==> config.mk <==
export PLATFORM = sky130hd
export DESIGN_NAME = pwm_symbol_encoder_flat
export DESIGN_NICKNAME = d
export VERILOG_FILES = /design/src/rtl/pwm_symbol_encoder_if.sv /design/src/rtl/pwm_symbol_encoder.sv /design/src/flat_wrapper.sv
export SDC_FILE = /design/constraint.sdc
export NUM_CORES = 1
export LEC_CHECK = 0
export CORE_ASPECT_RATIO = 1.25
export CORE_MARGIN = 4
export CORE_UTILIZATION = 40
export CTS_BUF_LIST = sky130_fd_sc_hd__clkbuf_4
export DETAILED_ROUTE_END_ITERATION = 8
export HOLD_SLACK_MARGIN = 0.1
export PLACE_DENSITY_LB_ADDON = 0.05
export SETUP_SLACK_MARGIN = 0.05
export SLEW_MARGIN = 20
export SYNTH_ARGS = -nofsm -noshare
export SYNTH_HDL_FRONTEND = slang
export SYNTH_SLANG_ARGS = --single-unit
==> constraint.sdc <==
create_clock -name clock -period 3 [get_ports clock]
set_input_delay 0.6 -clock clock [delete_from_list [all_inputs] [get_ports clock]]
set_output_delay 0.6 -clock clock [all_outputs]
set_load 0.005 [all_outputs]
==> src/rtl/pwm_symbol_encoder_if.sv <==
// Symbol handshake between a symbol source and the pulse-width encoder.
// The source presents symbol_in/symbol_valid and the encoder answers with symbol_ready.
interface pwm_symbol_encoder_if;
    logic [7:0] symbol_in;
    logic       symbol_valid;
    logic       symbol_ready;

    modport master (
        output symbol_in,
        output symbol_valid,
        input  symbol_ready
    );

    modport slave (
        input  symbol_in,
        input  symbol_valid,
        output symbol_ready
    );
endinterface

==> src/rtl/pwm_symbol_encoder.sv <==
// Pulse-width symbol encoder: each 8-bit symbol becomes symbol+1 HIGH_LEVEL samples
// followed by GAP_LEN LOW_LEVEL samples, advancing only on enable strobes.
module pwm_symbol_encoder #(
    parameter int unsigned                DATA_W     = 16,
    parameter logic signed [DATA_W-1:0]   HIGH_LEVEL = 16'sd1000,
    parameter logic signed [DATA_W-1:0]   LOW_LEVEL  = 16'sd0,
    parameter int unsigned                GAP_LEN    = 4
) (
    input  logic                     clock,
    input  logic                     reset_n,
    input  logic                     enable,
    pwm_symbol_encoder_if.slave      sym,
    output logic signed [DATA_W-1:0] data_out,
    output logic                     busy,
    output logic                     sym_done,
    output logic [15:0]              symbol_count
);

    typedef enum logic [1:0] {
        IDLE  = 2'd0,
        PULSE = 2'd1,
        GAP   = 2'd2
    } state_t;

    state_t     state;
    logic [7:0] pulse_cnt;
    logic [7:0] gap_cnt;
    logic       accept;

    // Ready on the last gap sample too, so a waiting symbol follows with no idle bubble.
    assign sym.symbol_ready = reset_n & enable &
                              ((state == IDLE) | ((state == GAP) & (gap_cnt == 8'd0)));
    assign accept = sym.symbol_valid & sym.symbol_ready;

    always_ff @(posedge clock) begin
        if (!reset_n) begin
            state        <= IDLE;
            pulse_cnt    <= 8'd0;
            gap_cnt      <= 8'd0;
            data_out     <= LOW_LEVEL;
            busy         <= 1'b0;
            sym_done     <= 1'b0;
            symbol_count <= 16'd0;
        end else begin
            sym_done <= 1'b0;
            if (enable) begin
                case (state)
                    IDLE: begin
                        if (accept) begin
                            state     <= PULSE;
                            pulse_cnt <= sym.symbol_in;
                            data_out  <= HIGH_LEVEL;
                            busy      <= 1'b1;
                        end else begin
                            data_out  <= LOW_LEVEL;
                        end
                    end
                    PULSE: begin
                        // pulse_cnt counts down from the symbol, giving symbol+1 high samples.
                        if (pulse_cnt == 8'd0) begin
                            state    <= GAP;
                            gap_cnt  <= 8'(GAP_LEN - 1);
                            data_out <= LOW_LEVEL;
                        end else begin
                            pulse_cnt <= pulse_cnt - 8'd1;
                        end
                    end
                    GAP: begin
                        if (gap_cnt == 8'd0) begin
                            sym_done     <= 1'b1;
                            symbol_count <= symbol_count + 16'd1;
                            if (accept) begin
                                state     <= PULSE;
                                pulse_cnt <= sym.symbol_in;
                                data_out  <= HIGH_LEVEL;
                            end else begin
                                state     <= IDLE;
                                busy      <= 1'b0;
                            end
                        end else begin
                            gap_cnt <= gap_cnt - 8'd1;
                        end
                    end
                    default: begin
                        state    <= IDLE;
                        data_out <= LOW_LEVEL;
                        busy     <= 1'b0;
                    end
                endcase
            end
        end
    end

endmodule

==> src/flat_wrapper.sv <==
// flat-port wrapper written by rule: the top's interface ports become plain ports
module pwm_symbol_encoder_flat 
#(
    parameter int unsigned                DATA_W     = 16,
    parameter logic signed [DATA_W-1:0]   HIGH_LEVEL = 16'sd1000,
    parameter logic signed [DATA_W-1:0]   LOW_LEVEL  = 16'sd0,
    parameter int unsigned                GAP_LEN    = 4
)
  (clock, reset_n, enable, data_out, busy, sym_done, symbol_count, sym_symbol_in, sym_symbol_valid, sym_symbol_ready);
  pwm_symbol_encoder_if sym_i ();
  input  logic clock;
  input  logic reset_n;
  input  logic enable;
  output logic signed [DATA_W-1:0] data_out;
  output logic busy;
  output logic sym_done;
  output logic [15:0] symbol_count;
  input wire logic [$bits(sym_i.symbol_in)-1:0] sym_symbol_in;
  input wire logic [$bits(sym_i.symbol_valid)-1:0] sym_symbol_valid;
  output wire logic [$bits(sym_i.symbol_ready)-1:0] sym_symbol_ready;
  assign sym_i.symbol_in = sym_symbol_in;
  assign sym_i.symbol_valid = sym_symbol_valid;
  assign sym_symbol_ready = sym_i.symbol_ready;
  pwm_symbol_encoder #(.DATA_W(DATA_W), .HIGH_LEVEL(HIGH_LEVEL), .LOW_LEVEL(LOW_LEVEL), .GAP_LEN(GAP_LEN)) u_core (.clock(clock), .reset_n(reset_n), .enable(enable), .sym(sym_i), .data_out(data_out), .busy(busy), .sym_done(sym_done), .symbol_count(symbol_count));
endmodule
# After elaboration in Yosys (flattened, before gate mapping)
# Index checks and enable logic that the tools add are counted.
totals:
  reg_bits: 52
  inputBits: 12
  output_inout_bits: 35
  elab_cells: 59
op_classes:
  add_sub_neg: 3
  eq_ne: 9
  n_mux: 22
  bitwise_logic: 6
  n_reduce_logical: 12
ops:
  columns: ["cell", "n"]
  rows:
  - ["$mux W16", 3]
  - ["$pmux W16 S3", 1]
  - ["$mux W8", 5]
  - ["$pmux W8 S3", 1]
  - ["$add A16 B1 Y16 const B", 1]
  - ["$logic_not A8 Y1", 2]
  - ["$pmux W8 S2", 1]
  - ["$reduce_and A4 Y1", 4]
  - ["$sub A8 B1 Y8 const B", 2]
  - ["$mux W10", 1]
  - ["$ne A2 B2 Y1 const B", 4]
  - ["$mux W2", 3]
  - ["$ne A2 B1 Y1 const B", 3]
  - ["$pmux W2 S3", 1]
  - ["$reduce_and A3 Y1", 2]
  - ["$mux W1", 5]
  - ["$reduce_and A5 Y1", 1]
  - ["$and A1 B1 Y1", 4]
  - ["$pmux W1 S3", 1]
  - ["$reduce_bool A3 Y1", 1]
  - ["$eq A2 B1 Y1 const B", 1]
  - ["$eq A2 B2 Y1 const B", 1]
  - ["$logic_not A2 Y1", 1]
  - ["$reduce_bool A2 Y1", 1]
  - ["2 further kinds", 2]

# Logic depth before layout (Yosys ltp)
logic_depth:
  word_depth: 8
  ltp_mapped: 10
  mapped_depth_nobuf: 8

# Worst setup path after synthesis
# OpenSTA, ideal clock, no wires.
synth_path:
  path_kind: "flip-flop to flip-flop"
  from: "reg u_core.gap_cnt[0]"
  to: "reg u_core.symbol_count[13]"
  arrival_time_ns: 2.037
  setup_slack_ns: 0.893
  stages_incl_launch_ff: 9
  n_path_buf: 1
  period_less_slack_ns: 2.107
  path_cell_list: "dfxtp_1 -> inv_1 -> ha_1 -> nor4b_4 -> nand3_4 -> or4_1 -> buf_2 -> or3_1 -> a21oi_1"
synth_via:
  elab_chain_len: 2
synth_lines:
  columns: ["item", "line_no", "rtl"]
  rows:
  - ["start: declaration", "pwm_symbol_encoder.sv:27", "logic [7:0] gap_cnt;"]
  - ["start signal: assignment", "pwm_symbol_encoder.sv:62", "gap_cnt <= 8'(GAP_LEN - 1);"]
  - ["start signal: assignment", "pwm_symbol_encoder.sv:81", "gap_cnt <= gap_cnt - 8'd1;"]
  - ["$logic_not A8 Y1", "pwm_symbol_encoder.sv:69", "if (gap_cnt == 8'd0) begin"]
  - ["$reduce_and A3 Y1 (no source line)", null, null]
  - ["end signal: assignment", "pwm_symbol_encoder.sv:71", "symbol_count <= symbol_count + 16'd1;"]
  - ["end: declaration", "pwm_symbol_encoder.sv:16", "output logic [15:0] symbol_count"]
# No other way between the ends.
# A chain may end at the register's enable or synchronous reset.

# Final worst setup path
layout_path:
  from: "reg u_core.gap_cnt[0]"
  to: "out sym_symbol_ready"
layout_via:
  elab_chain_len: 4
layout_lines:
  columns: ["item", "line_no", "rtl"]
  rows:
  - ["$logic_not A8 Y1", "pwm_symbol_encoder.sv:32", "((state == IDLE) | ((state == GAP) & (gap_cnt == 8'd0)));"]
  - ["$and A1 B1 Y1", "pwm_symbol_encoder.sv:32", null]
  - ["$or A1 B1 Y1", "pwm_symbol_encoder.sv:32", null]
  - ["$and A1 B1 Y1", "pwm_symbol_encoder.sv:31", "assign sym.symbol_ready = reset_n & enable &"]
  - ["end: declaration", "flat_wrapper.sv:20", "output wire logic [$bits(sym_i.symbol_ready)-1:0] sym_symbol_ready;"]
# No other way between the ends.

==> results_dict.tcl <==
set metrics [dict create \
    status "completed" \
    drv_cap 0 \
    cts_root_buffer "clkbuf_4" \
    die_area_um2 6440 \
    path_max_fanout 5 \
    synth_area_leaders "dfxtp_1, nor2_1, buf_4" \
    fin_hold_ws_ns 0.504 \
    crit_arrival_ns 2.13 \
    post-cts-setup-buffer-count 0 \
    gp_congestion 0.838 \
    grt_pass1_vias 1781 \
    insertion_delay_ns 0.34 \
    worstPathRequired_ns 2.40 \
    cts_hold_buf 0 \
    netlist.area_leader.share 0.355 \
    yosysUniqueCellTypes 45 \
    final_nets 309 \
    fin_area_um2 2480 \
    h-tree-depth 2 \
    clkTransAtPathRegs_ns 0.12 \
    syn_avg_cell_area_um2 8.08 \
    synthesis.area_um2 2080 \
    cts.sinks 37 \
    fillers 533 \
    ys.flop_type "dfxtp_1" \
    power.leakage_nw 0.904 \
    overflow 0 \
    synthArstFlopShare 0 \
    initial_core_util 0.410 \
    post-route-period-util 0.910 \
    antenna_found_initial 0 \
    synth_cells 258 \
    dp.cells 343 \
    num_rows 29 \
    finalClockSkew_ns 0.0106 \
    p_per_area_nw_per_um2 383 \
    core-area_um2 5080 \
    cts_tree "built" \
    slew_viol_final 0 \
    timing.final.hold_violations 0 \
    routedWlPerCell_um 13.0 \
    finish.utilization 0.488 \
    ant_nets 0 \
    dr.pass1.iters 4 \
    port_buffers 36 \
    crit_chain "inv_1 -> ha_1 -> nor4b_4 -> a31oi_1 -> nor2_1 -> clkdlybuf4s50_1" \
    die_h_um 88.7 \
    setup_violations 0 \
    fmaxAchievable_mhz 366 \
    tns_ns 0 \
    num_vias 1798 \
    drtIter0Drc 41 \
    die_w_um 72.6 \
    grt_util_all_layers 0.154 \
    io-pin-count 47 \
    worstHoldPathType "flop to flop" \
    area_delta_synth_final_pct 19.0 \
    preCtsSetupSlack_ns 0.459 \
    ys_warn_count 0 \
    final_cells 351 \
    slowest_stage "clkdlybuf4s50_1" \
    ir_worst_vdd_mv 0.220 \
    setup_slack_ns 0.269 \
    crit_type "flop to primary output" \
    synth_top_area_cell "dfxtp_1" \
    vias_per_cell 5.12 \
    finalCriticalPeriod_ns 2.73 \
    grt_pass1_wl_mm 7.99 \
    synth_seq_cells 37 \
    dp_hpwl_mm 3.49 \
    drt_wl_total_mm 4.58 \
    synth_edf_count 0 \
    max_stage_delay_ns 0.51 \
    drc 0 \
    clockBufferDepth 2 \
    numCtsBuffers 5 \
    ys_seq_area_frac 0.355 \
    cp-startpoint "u_core.gap_cnt[0]" \
    tightest_slew_ns 0.754 \
    cp-end-kind "primary output" \
    antenna_cells 0 \
    final_layout_size_suffix_gt1_frac 0.0623 \
    dpl_cell_area_um2 2430 \
    ctsResizeCount 0 \
    crit_path_start_kind "flop" \
    slew_headroom 0.497 \
    grt_max_degree 24 \
    r2r-start "u_core.gap_cnt[0]" \
    total_power_mw 0.950 \
    hp-start "u_core.symbol_count[11]" \
    rsz0062_at_grt "false" \
]
==> cell usage in the layout (no fill, tap or decap), types with 3 or more instances in the layout <==
| cell type | Yosys | routed |
|---|---|---|
| nor2_1 | 37 | 37 |
| dfxtp_1 | 37 | 37 |
| clkdlybuf4s50_1 | 0 | 36 |
| nand2_1 | 23 | 23 |
| nand3_1 | 14 | 14 |
| a21oi_1 | 13 | 13 |
| inv_1 | 12 | 12 |
| xor2_1 | 10 | 10 |
| conb_1 | 1 | 10 |
| or3_1 | 9 | 9 |
| ha_1 | 9 | 9 |
| o21ai_0 | 7 | 7 |
| nand4_1 | 6 | 6 |
| nor4_1 | 5 | 5 |
| xnor2_1 | 5 | 5 |
| clkbuf_4 | 0 | 5 |
| and3_1 | 4 | 4 |
| buf_4 | 15 | 4 |
| a31oi_1 | 3 | 3 |
| nand3b_1 | 3 | 3 |
| o221ai_1 | 3 | 3 |
| mux2i_1 | 3 | 3 |
==> state kept, by name, summed over array words and instances, names as in the netlist <==
register             cells
u_core.symbol_count     16
u_core.gap_cnt           8
u_core.pulse_cnt         8
u_core.state             2
u_core.busy              1
u_core.data_out          1
u_core.sym_done          1
==> Yosys cell counts, types with 3 or more instances <==
cell	instances
o21ai_0	7
nand4_1	6
a31oi_1	3
nand2_1	23
inv_1	12
or3_1	9
a21oi_1	13
nand3_1	14
clkbuf_1	9
ha_1	9
xnor2_1	5
and3_1	4
nor4_1	5
nor2_1	37
xor2_1	10
buf_4	15
nand3b_1	3
mux2i_1	3
dfxtp_1	37
o221ai_1	3
==> critical path, delay by kind of cell (launching register included) <==
family	cells	cell delay, ns
AO/OA/AOI/OAI	1	0.20
flip-flops	1	0.36
AND/OR/NAND/NOR	2	0.48
adder cells (fa/ha/maj)	1	0.15
buffers and inverters	2	0.60
==> power by group <==
group	internal, mW	total [mW]	switching [mW]
sequential	0.507	0.525	0.0186
combinational	0.0759	0.163	0.0874
clock	0.0850	0.262	0.177
==> layout make-up <==
cell class	instances	area, um^2	area share
Timing Repair Buffer	40	390	0.157
Clock buffer	5	37.5	0.0151
Clock inverter	3	12.5	0.00505
Sequential cell	37	741	0.299
Inverter	12	45.0	0.0182
Tap cell	62	77.6	0.0313
Multi-Input combinational cell	192	1180	0.474
==> per-layer routing <==
layer,GRT usage,share of wire,up-vias
li1,-,-,935
met1,0.172,0.44,827
met2,0.284,0.51,30
met3,0.0341,0.037,6
met4,0.0554,0.017,0
met5,0,0,-
==> logic make-up (layout without fill, tap and decap cells) <==
kind of cell	Yosys count	count (layout)	synth area share
other	1	10	0.00180
AND/OR/NAND/NOR	116	116	0.294
multiplexers	3	3	0.0144
XOR/XNOR	15	15	0.0630
flip-flops	37	37	0.355
adder cells (fa/ha/maj)	9	9	0.0540
buffers and inverters	38	60	0.0966
AO/OA/AOI/OAI	39	39	0.121
==> final timing paths <==
kind                             endpoint  slack [ns]  cells past startpoint
setup / recovery         sym_symbol_ready        0.27                      6
hold / removal    u_core.symbol_count[11]        0.50                      2
setup reg to reg  u_core.symbol_count[13]        0.68                      7
hold reg to reg   u_core.symbol_count[11]        0.50                      2
Note: power is estimated with default switching activity, not from simulation.
